<file path="src/rtl/regq_univ.sv">
// Universal Q register: parallel load, bidirectional shift with selectable fill,
// registered shift-out bit and a saturating shift counter with completion flag.
module regq_univ #(
   parameter int WIDTH = 4,
   parameter int CW    = $clog2(WIDTH + 1)
) (
   input  logic             clk,
   input  logic             reset,
   input  logic             CargaQ,
   input  logic             DesplazaQ,
   input  logic             dir,
   input  logic [1:0]       modo,
   input  logic             sin,
   input  logic [WIDTH-1:0] entQ,
   output logic [WIDTH-1:0] q,
   output logic             sout,
   output logic [CW-1:0]    cuenta,
   output logic             fin
);

   typedef enum logic [1:0] {
      FILL_ZERO   = 2'b00,
      FILL_SERIAL = 2'b01,
      FILL_ARITH  = 2'b10,
      FILL_ROTATE = 2'b11
   } fill_e;

   localparam logic [CW-1:0] FULL = CW'(WIDTH);

   fill_e            mode;
   logic             fill;
   logic             out_bit;
   logic [WIDTH-1:0] q_next;

   assign mode = fill_e'(modo);

   // Arithmetic fill replicates the sign on right shifts but degenerates to zero on left shifts.
   always_comb begin
      fill    = 1'b0;
      out_bit = 1'b0;
      q_next  = q;
      if (!dir) begin
         unique case (mode)
            FILL_ZERO:   fill = 1'b0;
            FILL_SERIAL: fill = sin;
            FILL_ARITH:  fill = q[WIDTH-1];
            FILL_ROTATE: fill = q[0];
         endcase
         q_next  = {fill, q[WIDTH-1:1]};
         out_bit = q[0];
      end else begin
         unique case (mode)
            FILL_ZERO:   fill = 1'b0;
            FILL_SERIAL: fill = sin;
            FILL_ARITH:  fill = 1'b0;
            FILL_ROTATE: fill = q[WIDTH-1];
         endcase
         q_next  = {q[WIDTH-2:0], fill};
         out_bit = q[WIDTH-1];
      end
   end

   always_ff @(posedge clk) begin
      if (reset) begin
         q      <= '0;
         sout   <= 1'b0;
         cuenta <= '0;
      end else if (CargaQ) begin
         q      <= entQ;
         sout   <= 1'b0;
         cuenta <= '0;
      end else if (DesplazaQ) begin
         q    <= q_next;
         sout <= out_bit;
         if (cuenta < FULL) begin
            cuenta <= cuenta + CW'(1);
         end
      end
   end

   assign fin = (cuenta == FULL);

endmodule

</file>
<file path="config.mk">
export PLATFORM = sky130hd
export DESIGN_NAME = regq_univ
export DESIGN_NICKNAME = d
export VERILOG_FILES = /design/src/rtl/regq_univ.sv
export SDC_FILE = /design/constraint.sdc
export NUM_CORES = 1
export LEC_CHECK = 0
export BUFFER_PORTS_ARGS = -buffer_cell sky130_fd_sc_hd__clkbuf_2
export CORE_AREA = 3 3 40 42
export CTS_CLUSTER_DIAMETER = 200
export DETAILED_ROUTE_END_ITERATION = 10
export DIE_AREA = 0 0 43 45
export SYNTH_ARGS = -nofsm -noshare
export SYNTH_HDL_FRONTEND = slang
export SYNTH_SLANG_ARGS = --single-unit
</file>
<file path="constraint.sdc">
create_clock -name clk -period 1.42 [get_ports clk]
set_input_delay 0.142 -clock clk [delete_from_list [all_inputs] [get_ports clk]]
set_output_delay 0.142 -clock clk [all_outputs]
set_load 0.02 [all_outputs]
</file>
# Word level (Yosys, flattened, before mapping)
# Cells that the tools add are included.
# word_totals
ff_bits	8
elab_cells	23
in_bits	12
output_inout_bits	9
# classes
order_cmp	1
n_eq_ne	5
n_mux	6
n_reduce_logical	6
addsub	1
# ops
operator	count
2-to-1 mux 4 bit	3
one-hot mux 1 bit (3 select lines)	2
== test 2 bit (second input constant)	2
AND reduction 2 bit	2
OR reduction 2 bit	2
adder 3 x 1 -> 3 bit (second input constant)	1
== test 3 bit (second input constant)	1
less-than comparator 3 bit (second input constant)	1
!= test 3 bit (second input constant)	1
== test 2 x 1 -> 1 bit (second input constant)	1
logical NOT 2 bit	1
nonzero test 2 bit	1
2-to-1 mux 1 bit	1

# Longest topological paths before layout
# Gate-level depths: netlist of run 1.
# logic_depth
depth_word	6
mapped_depth	5
depth_no_buf	4

# Least setup slack after synthesis of run 1
# OpenSTA, ideal clock, no wires.
# synth_timing
path_kind	input -> register
start	input port CargaQ
end	register q[3]
path_buffers	2
path_slack_ps	283
setup_ps	73
cell_stages	5
arrival_time_ps	1063
required_ps	1347
cell_sequence	buf_6 -> or2_1 -> clkbuf_2 -> or3_1 -> o211ai_2
# synth_between
elab_chain_len	2
elab_cells_between_ends	4
classes_between	eq/ne (1); mux (1); reduce/logical (2)
# synth_lines
element	line_no	rtl
from (decl)	9	input logic CargaQ,
!= test 3 bit (no line) / nonzero test 2 bit (equally long branches)	n/a	
AND reduction 2 bit (no line)	n/a	
to (signal assigned)	69	q <= entQ;
to (signal assigned)	73	q <= q_next;
to (decl)	15	output logic [WIDTH-1:0] q,
# Parallel ways exist; a longest one is shown, timed or not.
# A chain may end at the register's enable or synchronous reset.

# Worst setup path in the final report of run 1
# layout_timing
start	register cuenta[0]
end	output port fin
# layout_between
elab_chain_len	1
# layout_lines
element	line_no	rtl
from (decl)	17	output logic [CW-1:0] cuenta,
from (signal assigned)	76	cuenta <= cuenta + CW'(1);
== test 3 bit	81	assign fin = (cuenta == FULL);
to (decl)	18	output logic fin
# No other way between the ends.

==> key figures, run 1 <==
Timing
  – RSZ-0062 raised after global routing: false
  – Final min period: 1.31 ns
  – Final setup viols: 0
  – Relative slew slack: between 80 and 90%
  – Worst Clk Skew: approximately 0.013 ns
  – Worst-Margin Slew: 0.259 ns
  – Tcrit/Tclk final: 92.5%
  – Final Hold Vio Count: 0
  – Max Clock Freq: approximately 760 MHz
  – Max-slew violations: 0
  – Setup TNS: 0 ns

Min path
  – Hold Crit Class: primary input to register
  – Hold path cells: 3

Layout
  – Commonest cells after routing, fill and taps aside: 20 x clkbuf_2, 8 x dfxtp_1, 6 x nor2_1
  – Nets: 91
  – Diodes inserted: 0
  – Area grow syn2layout: 26.1%
  – Multi-input logic area: 279 sq um
  – Total of fill cells in the finished design: 130
  – Final Non-Filler Cells: 90
  – Cell area after layout: 599 sq um
  – Reg area: ~160 sq um
  – Share of layout cells above drive strength 1: 38.7%
  – Commonest non-fill, non-tap cell in the layout: clkbuf_2

Route
  – Post-route DRC violation count: 0
  – Detailed Routing Iterations Pass 1: 5
  – Iter 0 DRT Violations: 2
  – Routed WL per cell: 11.8 microns
  – Vias/cell: 4.94
  – DR vias: 445
  – WL final: 1060 microns
  – ANT nets after route: 0

Yosys
  – Synth Warn #: 0
  – Syn nets: between 60 and 70
  – Seq/Total Area, Yosys: 33.7%
  – Yosys reg bits: 8
  – Netlist cell types: 26
  – Synth Area per Inst: 8.64 sq um
  – Netlist Area Pre-Place: 475 sq um
  – Post-Syn Instances: 55

Critical path
  – Endpoint class of the critical path: output pin
  – Crit Path Class: register to output pin
  – Worst reg2reg setup slack: 0.28 ns
  – Critical-path cell list: inv_1, ha_1, and2_1, clkbuf_2
  – CP Buf/Inv Count: 2
  – Req. time, crit path: 1.28 ns
  – Max FO, Critical Path: 4
  – Reg2Reg Depth: 3
  – Slowest-stage cell, CP: dfxtp_1
  – Max stage delay on crit path: 0.39 ns
  – R2r endpoint: q[0]
  – Reg2Reg Launch Point: q[3]
  – Delay-heaviest family, CP: flip-flops
  – Worst Setup Start Kind: register
  – Critical Path Source: cuenta[0]
  – Worst path depth: 4
  – End of the critical path: fin
  – Arr. time, crit path: 1.17 ns

Floorplanning
  – Row cnt: 13
  – Die ar.: 0.00194 sq mm
  – Core Area: between 0.001 and 0.0015 sq mm
  – Die X: ~43 microns
  – Initial Utilization: 37.0%
  – Number of I/O pins: 21
  – Die height: 45 microns

Global routing
  – Initial antenna violation count: 0
  – Global route overflow: 0
  – First-pass GRT wire length: 1760 microns
  – All-Layer GR Usage: around 13%
  – Largest net degree at the start of global routing: 11
  – Number of global-route vias before repair: 419

Placement
  – Cells after DPL: 87
  – DP Area: 577 sq um
  – PortBufs: 20
  – HPWL after detailed placement: 817 microns
  – GPL Wtd Cong: 0.791

Clock network
  – Reg clk slew, reported paths: 0.06 ns
  – CTS tree: done
  – Post_cts resized: 0
  – Worst-Skew Late Latency: 0.26 ns
  – Post-CTS Setup Bufs: 0
  – Num CTS Buffers: 3
  – Max Buffers Root-to-Sink: 2
  – Hold Buf Count CTS: 0
  – CTS root buf: clkbuf_4
  – TritonCTS Sinks: 8
  – CTS H-Tree Depth: 1

Run status
  – Status: complete, no violations

Pwr
  – Pleak: 0.000281 uW
  – PwrDens: 887 mW/mm^2
  – Peak supply drop: 397 uV

Flow run
  – Max cap viols: 0
==> per-layer routing <==
layer	vias up	track usage [%]	routed length (microns)	part of all wire, %
met5	-	0	0	0
met4	0	7.23	10	0.94
met3	2	5.58	76	7.2
met2	16	20.1	511	48
met1	197	14.0	463	44
li1	230	-	-	-
==> sequential cells by signal, indices dropped and copies added (netlist names) <==
name and cells:
sout 1, cuenta 3, q 4
==> worst min-delay path by stage <==
stage                       start  endpoint  slack [ns]
final                     entQ[2]      q[2]         0.1
after global routing      entQ[2]      q[2]        0.11
after CTS                 entQ[2]      q[2]         0.1
after detailed placement  entQ[2]      q[2]        0.38
after global placement    entQ[2]      q[2]        0.38
after floorplan             reset      q[1]        0.21
==> power by group <==
part,total [uW],internal (uW),switching (uW)
Sequential,246,236,10.3
Clock,179,97.0,81.8
Combinational,106,48.9,57.5
==> cell families (layout without fill, tap and decap cells) <==
logic type / count (synthesis) / count (layout) / share of synthesized area [%]
compound gates: 13 / 13 / 20.0
simple gates: 19 / 19 / 20.5
buf+inv: 7 / 27 / 7.63
fa+ha+maj: 2 / 2 / 5.26
mux: 5 / 5 / 11.1
flops: 8 / 8 / 33.7
xor+xnor: 1 / 1 / 1.84
==> synthesized netlist by cell type <==
master | n | area share [%]
mux2i_1 | 3 | 6.3
buf_2 | 1 | 1.1
a21oi_1 | 4 | 4.2
and2_1 | 1 | 1.3
inv_1 | 3 | 2.4
or3_1 | 1 | 1.3
dfxtp_1 | 8 | 34
o211ai_2 | 1 | 2.6
a211o_2 | 2 | 4.2
ha_1 | 2 | 5.3
o32ai_1 | 1 | 1.8
mux2_2 | 2 | 4.7
a22oi_1 | 1 | 1.6
a311oi_1 | 1 | 1.8
nand3b_1 | 1 | 1.6
or2_1 | 1 | 1.3
o21ai_0 | 2 | 2.1
buf_6 | 1 | 2.4
clkbuf_2 | 1 | 1.1
nand2_1 | 4 | 3.2
xnor2_1 | 1 | 1.8
nor3b_1 | 2 | 3.2
a211oi_1 | 1 | 1.6
clkbuf_1 | 1 | 0.79
nor2b_1 | 3 | 3.9
nor2_1 | 6 | 4.7
==> cell type report <==
type                    instances  area share, %
clock buffers                   3           3.76
flip-flops and latches          8           26.7
repair buffers                 21           18.0
inverters                       3           1.88
multi-input cells              40           46.6
well taps                      15           3.13
==> through the flow <==
step | util [%] | worst slack, ns | total power (uW) | hold slack, ns
after global routing | 46.6 | 0.0215 | 562 | 0.114
after floorplan | - | 0.283 | 321 | 0.211
after CTS | 46.6 | 0.0830 | 541 | 0.0993
after detailed placement | 44.9 | 0.241 | 357 | 0.379
after global placement | 44.9 | 0.266 | 357 | 0.379
final | 46.6 | 0.107 | 531 | 0.0999
==> worst register-to-register path: cells and delay by family (launching register included) <==
| family | cells | cell delay [ns] |
|---|---|---|
| AOI/OAI and AO/OA | 2 | 0.43 |
| DFF | 1 | 0.32 |
| muxes | 1 | 0.27 |
Power figures use the tool's default switching activity.
==> run 2, diff against run 1 <==
CORE_AREA = 2 2 39 41   (was 3 3 40 42)
DIE_AREA = 0 0 41 43   (was 0 0 43 45)
==> key figures, run 2 (synthesis gave the netlist of run 1 again) <==
Run status
  – Status: complete, no violations

Route
  – DR vias: 450 (+1.1%)
  – Detailed Routing Iterations Pass 1: 2 (-3)
  – Iter 0 DRT Violations: 5 (+3)
  – Vias/cell: 5.00 (+1.1%)
  – Routed WL per cell: 11.4 microns (-3.1%)
  – WL final: 1030 microns (-3.1%)
  – Post-route DRC violation count: 0 (unchanged)
  – ANT nets after route: 0 (unchanged)

Layout
  – Largest registers: q: 4 flops, cuenta: 3 flops, sout: 1 flops
  – Commonest cells after routing, fill and taps aside: 20 x clkbuf_2, 8 x dfxtp_1, 6 x nor2_1
  – Layout Utilization: 42.9% (-3.8 points)
  – Nets: 90 (-1.1%)
  – Largest reg by FF count: q
  – Total of fill cells in the finished design: 145 (+12%)
  – Share of layout cells above drive strength 1: 37.8% (-0.83 points)
  – Commonest non-fill, non-tap cell in the layout: clkbuf_2
  – Area grow syn2layout: 24.7%
  – Diodes inserted: 0 (unchanged)
  – Max reg flops: 4 (unchanged)

Critical path
  – Max FO, Critical Path: 4 (unchanged)
  – Worst reg2reg setup slack: 0.26 ns (-0.02 ns)
  – Req. time, crit path: 1.28 ns (about the same)
  – Critical-path cell list: inv_1, ha_1, and2_1, clkbuf_2
  – Slowest-stage cell, CP: dfxtp_1
  – Crit Path Class: register to output pin
  – Endpoint class of the critical path: output pin
  – Arr. time, crit path: 1.17 ns (about the same)
  – Worst Setup Start Kind: register
  – Max stage delay on crit path: 0.38 ns (about the same)

Floorplanning
  – Core Area: 0.00138 sq mm (+7.7%)
  – Initial Utilization: 34.4% (-2.6 points)
  – Die ar.: 0.00176 sq mm (-8.9%)
  – Row cnt: 14 (+1)
  – Number of I/O pins: 21 (unchanged)
  – Die height: 43 microns (-4.4%)
  – Die X: 41 microns (-4.7%)

Clock network
  – Hold Buf Count CTS: 0 (unchanged)
  – Num CTS Buffers: 3 (unchanged)
  – Post_cts resized: 0 (unchanged)
  – TritonCTS Sinks: 8 (unchanged)
  – Reg clk slew, reported paths: 0.05 ns (about the same)
  – Max Buffers Root-to-Sink: 2 (unchanged)
  – CTS tree: done
  – CTS H-Tree Depth: 1 (unchanged)
  – CTS root buf: clkbuf_4
  – Post-CTS Setup Bufs: 0 (unchanged)
  – Worst-Skew Late Latency: 0.25 ns (about the same)

Global routing
  – Initial antenna violation count: 0 (unchanged)
  – Met3 Use GR: 3.14% (-2.4 points)
  – Number of global-route vias before repair: 416 (-0.72%)
  – All-Layer GR Usage: 13.2% (+0.60 points)
  – Met2 Use GR: 18.4% (-1.6 points)
  – Global route overflow: 0 (unchanged)
  – First-pass GRT wire length: 1580 microns (-10%)
  – Met1 Track Usage GR: 17.5% (+3.5 points)
  – Largest net degree at the start of global routing: 11 (unchanged)
  – GR peak layer: met2

Timing
  – Tcrit/Tclk final: 92.1% (-0.32 points)
  – Relative slew slack: 82.8% (+0.15 points)
  – RSZ-0062 raised after global routing: false
  – Max-slew violations: 0 (unchanged)
  – Worst Clk Skew: 0.00654 ns (-0.00604 ns)
  – Worst-Margin Slew: 0.257 ns (-0.00229 ns)
  – Max Clock Freq: 764 MHz (+0.35%)
  – Setup TNS: 0 ns (unchanged)
  – Final setup viols: 0 (unchanged)
  – Final Hold Vio Count: 0 (unchanged)
  – Final min period: 1.31 ns (-0.00459 ns)

Pwr
  – Pleak: 0.000276 uW (-1.9%)
  – Pwr Total: 522 uW (-1.8%)
  – P_sw: 142 uW (-4.9%)
  – P_int: 379 uW (-0.62%)
  – Comb pwr share: 19.6% (-0.4 points)
  – PwrDens: 880 mW/mm^2 (-0.79%)
  – Peak supply drop: 401 uV (+1.2%)
  – Power share of the clock group: 33.0% (-0.7 points)
  – Sequential power share: 47.5% (+1.2 points)
  – Switching share of power: 27.3% (-0.89 points)

Min path
  – Hold Crit Class: primary input to register

Flow run
  – Max cap viols: 0 (unchanged)

Placement
  – PortBufs: 20 (unchanged)
  – GPL Wtd Cong: 0.757 (-4.3%)
[run 2: cell count changes in the layout (fill, tap and decap cells not counted), sizes merged]
cell / before / now
buf: 1 / 0
[run 2: worst max-delay path, delay by kind of cell, from the launching register on]
kind | cells | cell delay [ns]
flops | 1 | 0.38
buf+inv | 2 | 0.21
fa+ha+maj | 1 | 0.19
simple gates | 1 | 0.14
[run 2: stage by stage]
stage | instance area [sq um] | hold slack (ns) | setup slack, ns | cells
6_report | 593 | 0.115 | 0.112 | 90
5_1_grt | 593 | 0.122 | 0.0155 | 90
4_1_cts | 593 | 0.107 | 0.0890 | 90
3_5_place_dp | 571 | 0.373 | 0.244 | 87
3_3_place_gp | 571 | 0.373 | 0.263 | 87
2_1_floorplan | 475 | 0.211 | 0.283 | 55
[run 2: power by group through the flow]
stage / clock network (uW) / logic, uW / registers [uW]
2_1_floorplan: 0 / 57.8 / 263
5_1_grt: 190 / 114 / 249
4_1_cts: 183 / 103 / 248
3_5_place_dp: 0 / 102 / 253
3_3_place_gp: 0 / 102 / 252
6_report: 172 / 102 / 248
[run 2: routing by layer]
layer	wire (microns)	vias to the layer above
li1	-	232
met1	498	197
met2	437	19
met3	73	2
met4	19	0
met5	0	-
[run 2: final timing paths]
check	startpoint	end	cells after the start
setup / recovery	cuenta[0]	fin	4
hold / removal	entQ[2]	q[2]	3
setup reg to reg	q[3]	q[0]	3
hold reg to reg	sout	sout	2
[run 2: layout make-up]
cell class              instances  area [sq um]  area share, %
clock buffers                   3          22.5           3.80
inverters                       3          11.3           1.90
multi-input cells              40           279           47.0
flip-flops and latches          8           160           27.0
well taps                      16          20.0           3.38
repair buffers                 20           100           16.9
